File: config.mk
export PLATFORM = sky130hd
export DESIGN_NAME = osd_digit_render
export DESIGN_NICKNAME = d
export VERILOG_FILES = /design/src/rtl/osd_digit_render.sv
export SDC_FILE = /design/constraint.sdc
export NUM_CORES = 1
export LEC_CHECK = 0
export CAP_MARGIN = 30
export CORE_UTILIZATION = 56
export CTS_CLUSTER_SIZE = 12
export DETAILED_ROUTE_END_ITERATION = 6
export HOLD_SLACK_MARGIN = 0.06
export PLACE_DENSITY = 0.87
export SYNTH_ARGS = -nofsm -noshare
export SYNTH_HDL_FRONTEND = slang
export SYNTH_SLANG_ARGS = --single-unit
File: constraint.sdc
create_clock -name clk -period 5.3 [get_ports clk]
set_clock_uncertainty 0.15 [all_clocks]
set_input_delay 1.06 -clock clk [delete_from_list [all_inputs] [get_ports clk]]
set_output_delay 1.06 -clock clk [all_outputs]
set_load 0.01 [all_outputs]
File: src/rtl/osd_digit_render.sv
// Per-scanline OSD score renderer: 3x5 BCD glyph bits gated by time-base cell strobes.
// pix_out is registered, 1 cycle after seg_on/seg_off; no backpressure (strobe driven).
module osd_digit_render #(
   parameter int NUM_CHARS      = 4,
   parameter int CELLS_PER_CHAR = 4
) (
   input  logic                   clk,
   input  logic                   rst_n,
   input  logic                   frame_start,
   input  logic                   line_start,
   input  logic                   row_valid,
   input  logic [2:0]             row,
   input  logic                   seg_on,
   input  logic                   seg_off,
   input  logic [4*NUM_CHARS-1:0] digits,
   output logic                   pix_out
);

   localparam int COL_W = (CELLS_PER_CHAR > 1) ? $clog2(CELLS_PER_CHAR) : 1;
   localparam int CHR_W = (NUM_CHARS > 1) ? $clog2(NUM_CHARS) : 1;
   localparam logic [COL_W-1:0] COL_LAST = COL_W'(CELLS_PER_CHAR - 1);
   localparam logic [CHR_W-1:0] CHR_LAST = CHR_W'(NUM_CHARS - 1);

   typedef enum logic [1:0] {IDLE, ACTIVE, DONE} state_t;

   state_t                 state_q, state_d;
   logic [COL_W-1:0]       col_q, col_d;
   logic [CHR_W-1:0]       chr_q, chr_d;
   logic [2:0]             row_q, row_d;
   logic [4*NUM_CHARS-1:0] digits_q, digits_d;
   logic                   pix_q, pix_d;
   logic [3:0]             cur_digit;
   logic [2:0]             glyph_bits;
   logic                   cell_bit;

   // Glyph rows packed top to bottom; within a row the MSB is column 0.
   function automatic logic [2:0] glyph_row(input logic [3:0] d, input logic [2:0] r);
      logic [14:0] g;
      logic [2:0]  res;
      case (d)
         4'd0:    g = 15'b111_101_101_101_111;
         4'd1:    g = 15'b001_001_001_001_001;
         4'd2:    g = 15'b111_001_111_100_111;
         4'd3:    g = 15'b111_001_111_001_111;
         4'd4:    g = 15'b101_101_111_001_001;
         4'd5:    g = 15'b111_100_111_001_111;
         4'd6:    g = 15'b111_100_111_101_111;
         4'd7:    g = 15'b111_001_001_001_001;
         4'd8:    g = 15'b111_101_111_101_111;
         4'd9:    g = 15'b111_101_111_001_111;
         default: g = '0;
      endcase
      case (r)
         3'd0:    res = g[14:12];
         3'd1:    res = g[11:9];
         3'd2:    res = g[8:6];
         3'd3:    res = g[5:3];
         3'd4:    res = g[2:0];
         default: res = '0;
      endcase
      return res;
   endfunction

   always_comb begin
      cur_digit  = digits_q[4*int'(chr_q) +: 4];
      glyph_bits = glyph_row(cur_digit, row_q);
      cell_bit   = 1'b0;
      if (col_q < COL_W'(3)) begin
         case (col_q[1:0])
            2'd0:    cell_bit = glyph_bits[2];
            2'd1:    cell_bit = glyph_bits[1];
            default: cell_bit = glyph_bits[0];
         endcase
      end
   end

   always_comb begin
      state_d  = state_q;
      col_d    = col_q;
      chr_d    = chr_q;
      row_d    = row_q;
      pix_d    = pix_q;
      digits_d = digits_q;
      if (frame_start) begin
         digits_d = digits;
      end
      // line_start wins over any strobe arriving in the same cycle.
      if (line_start) begin
         row_d   = row;
         col_d   = '0;
         chr_d   = '0;
         pix_d   = 1'b0;
         state_d = row_valid ? ACTIVE : IDLE;
      end else begin
         case (state_q)
            ACTIVE: begin
               if (seg_off) begin
                  pix_d = 1'b0;
                  if (col_q == COL_LAST) begin
                     col_d = '0;
                     if (chr_q == CHR_LAST) begin
                        state_d = DONE;
                     end else begin
                        chr_d = chr_q + CHR_W'(1);
                     end
                  end else begin
                     col_d = col_q + COL_W'(1);
                  end
               end else if (seg_on) begin
                  pix_d = cell_bit;
               end
            end
            default: pix_d = 1'b0;
         endcase
      end
   end

   always_ff @(posedge clk or negedge rst_n) begin
      if (!rst_n) begin
         state_q  <= IDLE;
         col_q    <= '0;
         chr_q    <= '0;
         row_q    <= '0;
         pix_q    <= 1'b0;
         digits_q <= '0;
      end else begin
         state_q  <= state_d;
         col_q    <= col_d;
         chr_q    <= chr_d;
         row_q    <= row_d;
         pix_q    <= pix_d;
         digits_q <= digits_d;
      end
   end

   assign pix_out = pix_q;

endmodule
Word level (Yosys, flattened, before mapping) --
Memories as Yosys holds them, arrays and structs flattened. Index checks and enable logic that the tools add are counted.
Storage, ports and cells: bits in registers 26, bits in latches 0, bits in writable memories 0, memory bits (read-only) 208, bits of input ports 26, output and inout port bits 1, logic and storage cells 52, memories kept 1
Memory list:
- (name not given) | words 16, bits a word 13, rd ports 1, clocked after memory_dff 0, wr ports 0, line 40 | case (d)
Cells by class: add/subtract/negate cells 2, $mul 0, div/mod/pow operators 0, order comparisons 1, equality and inequality tests 10, shift-type cells 1, mux-type cells 22, bitwise operators 0, reductions and logical operators 9
Operator list (number):
- $mux 2 | 14
- $shiftx 16x5->4 | 1
- $pmux 3 s5 | 1
- $reduce_and 4->1 | 2
- $reduce_bool 2->1 | 4
- $eq 3x2->1 const B | 2
- $mux 1 | 6
- $add 2x1->2 const B | 2
- $eq 2x1->1 const B | 2
- $eq 2x2->1 const B | 2
- $ne 4x4->1 const B | 1
- $eq 3x1->1 const B | 1
- $eq 3x3->1 const B | 1
- $logic_not 3->1 | 1
- $logic_not 2->1 | 1
- $lt 2x2->1 const B | 1
- $ne 2x2->1 const B | 1
- $pmux 1 s2 | 1
- $reduce_and 2->1 | 1

Depth between registers and ports, before layout --
An unclocked memory read counts as a cell.
depth after elaboration 9, depth in mapped cells 9, depth with buffers taken out 8

Worst setup path before layout --
Ideal clock, no wire load.
path type input -> register, from input line_start, to register pix_q (netlist: pix_out), setup time 88 ps, arrival 2310 ps, required time 5062 ps, setup slack 2752 ps, stages on the path 5, path buffers 0, cells stage by stage or4b_2 > o32ai_1 > a31o_2 > a31oi_1 > a41oi_1
Between the ends: word-level cells in the longest chain between the ends 1, elaborated cells between the ends (all ways) 2, those cells by class 1 x eq/ne; 1 x mux
RTL lines:
- from (decl) | line 10 | input logic line_start,
- $ne 4x4->1 (no source line) / $mux 1 (equally long branches)
- to (signal assigned) | line 131 | pix_q <= pix_d;
- to (decl) | line 31 | logic pix_q, pix_d;
Several ways; a longest one is shown, not always the timed one. A chain may end at the register's enable or synchronous reset.

Worst setup path after layout --
Ends and elaborated chain as after synthesis.

==> results.toml <==
[outcome]
status = "completed"

[floorplanning]
rows = 18
start_util_pct = 60.7
ios = 27
core_area_um2 = 2520
dieArea_um2 = 2950
die_w_um = 54.3
die_h_um = 54.3

[timing]
worstMarginPinSlew_ps = 677
fmax_ghz = 0.340
finalCritPeriodShare_pct = 55.4
hold_viol = 0
rsz0062_at_grt = "no"
drv_slew = 0
fin_setup_tns_ps = 0
slew_headroom_pct = 54.7
layout_min_cycle_time_ps = 2940
setup_viol = 0

[synthesis]
ys_warn_count = 0
synth_fp_nets = 170
ys_seq_area_share_pct = 42.5
ys_types = 36
async_flop_share_pct = 100
syn_avg_cell_area_um2 = 11.3
syn_inst = 135
ys_seq_elements = 26
synth_top_cell_by_area = "dfrtp_1"
synthTopCellsByArea = "dfrtp_1 42%, mux2_2 14%, ha_1 7.4%, mux4_2 4.4%, mux2i_1 2.6%"
synth_edf_count = 0
syn_area_um2 = 1530
netlist.area_leader.share_pct = 42.5
ys.flop_type = "dfrtp_1"

[place]
hpwlAfterDp_um = 2320
gp_congestion = 0.839
port-buffer-count = 26
dpl-instance-area_um2 = 1800

[detailed_routing]
drtIter0Drc = 10
post_drt_wl_per_cell_um = 15.7
vias_per_cell = 5.94
drt_pre_antenna_iters = 4
dr_total_vias = 1122
drc_errors = 0
wl_um = 2960
drtAntennaViolNets = 0

[cells_and_area]
n_antenna_cell = 0
drive_gt1_share_pct = 18.9
syn_to_final_growth_pct = 20.1
postLayoutCoreUtil_pct = 72.9
layout.nets = 195
fin_area_um2 = 1840

[cts]
clock-sinks = 26
postCtsSetupBuffers = 0
cts_resized = 0
htreeDepth = 1
cts_buffer_depth = 2
cts_root_buffer = "clkbuf_4"
cts_tree = "done"
path_clk_slew_ps = 140
clk_latency_ps = 320
numCtsBuffers = 3
cts-hold-fix-buffers = 0

[power]
ir_worst_vdd_mv = 0.244
power.density_nw_per_um2 = 230
p_leak_uw = 0.000753

[critical_path]
cpLargestDelayFamily = "simple AND/OR/NAND/NOR gates"
crit_path_end_kind = "flop"
critPathSlowestCell = "or4b_2"
crit_required_ps = 5400
crit_arrival_ps = 3040
cp.buffers_inverters = 1
path_cells = "clkdlybuf4s50_1 -> or4b_2 -> o32ai_1 -> a31o_2 -> a31oi_1 -> a41oi_1"
max_stage_delay_ps = 760
critPathMaxFanout = 11
startpoint_type = "input port"
path_class = "in -> reg"

[global_route]
antenna_found_initial = 0
grt_max_degree = 17
grt_pass1_vias = 1132
grt_pass1_wl_um = 4870
grt_usage_pct = 23.6
grt.overflow.total = 0

[worst_hold_path]
hp-class = "reg -> reg"

[flow_run]
cap_viol_max_count = 0
worst reg2reg max path: cells and delay by family (launching register included):
kind | cells | cell delay (ps)
adders and majority gates | 1 | 260
AOI/OAI and AO/OA | 3 | 390
muxes | 1 | 650
DFF | 1 | 560
and+or+nand+nor | 1 | 280
buffers and inverters | 2 | 200
cell type report:
cell class              count  area (um^2)
clock buffers               4         36.3
fillers                   187          683
inverters                   9         33.8
multi-input cells          93          806
flip-flops and latches     26          651
well taps                  30         37.5
repair buffers             27          275
report_power, final:
group | internal, uW | switching (uW)
Clock | 42.1 | 58.3
Sequential | 214 | 15.6
Combinational | 53.7 | 38.8
Total | 310 | 113
cell usage after synthesis, drive strengths merged, types with 2 or more instances:
cell type,number
dfrtp,26
mux2,19
nor2,10
ha,9
inv,9
nor2b,6
clkbuf,5
nand2,5
mux2i,4
mux4,4
o21ai,4
a21oi,3
a31oi,3
o22ai,3
buf,2
nor3,2
o31ai,2
o32ai,2
sequential cells by signal, indices dropped and copies added (netlist names):
name,cells
col_q,2
chr_q,2
pix_out,1
row_q,3
digits_q,16
state_q,2
final timing paths:
check,startpoint,end,slack [ps],cells after the start
max,line_start,pix_out$_DFFE_PN0P_,2360,6
min,digits_q[4]$_DFFE_PN0P_,digits_q[4]$_DFFE_PN0P_,360,1
max reg2reg,chr_q[0]$_DFFE_PN0P_,pix_out$_DFFE_PN0P_,2750,8
min reg2reg,digits_q[4]$_DFFE_PN0P_,digits_q[4]$_DFFE_PN0P_,360,1
max in group asynchronous,rst_n,digits_q[14]$_DFFE_PN0P_,3540,2
min in group asynchronous,rst_n,chr_q[1]$_DFFE_PN0P_,950,1
cells in the final DEF, fill, tap and decap left out, drive strengths merged, types with 3 or more instances in the layout:
| cell type | count |
|---|---|
| dfrtp | 26 |
| clkdlybuf4s50 | 26 |
| mux2 | 19 |
| nor2 | 10 |
| inv | 9 |
| ha | 9 |
| nor2b | 6 |
| nand2 | 5 |
| mux2i | 4 |
| o21ai | 4 |
| mux4 | 4 |
| clkbuf | 4 |
| a21oi | 3 |
| o22ai | 3 |
| a31oi | 3 |
layer usage:
metal  vias up  GRT usage (%)  share of wire [%]
li1        540              -                  -
met1       558           28.2                 44
met2        20           43.1                 53
met3         4           1.94                2.1
met4         0           9.83               0.78
met5         -              0                  0
stage by stage:
step / hold slack, ps / setup WS, ps / std cells / power, uW
2_1_floorplan: 318 / 2750 / 135 / 289
3_3_place_gp: 335 / 2060 / 184 / 318
3_5_place_dp: 339 / 2020 / 185 / 326
4_1_cts: 369 / 2370 / 189 / 425
5_1_grt: 386 / 2240 / 189 / 442
6_report: 365 / 2360 / 189 / 423
cells by family after synthesis:
group / count (synthesis) / share of synthesized area [%]
simple gates: 35 / 13.0
xor+xnor: 1 / 0.572
flops: 26 / 42.5
buf+inv: 16 / 4.90
mux: 27 / 22.7
fa+ha+maj: 9 / 7.35
compound gates: 21 / 8.99
Power figures use the tool's default switching activity.
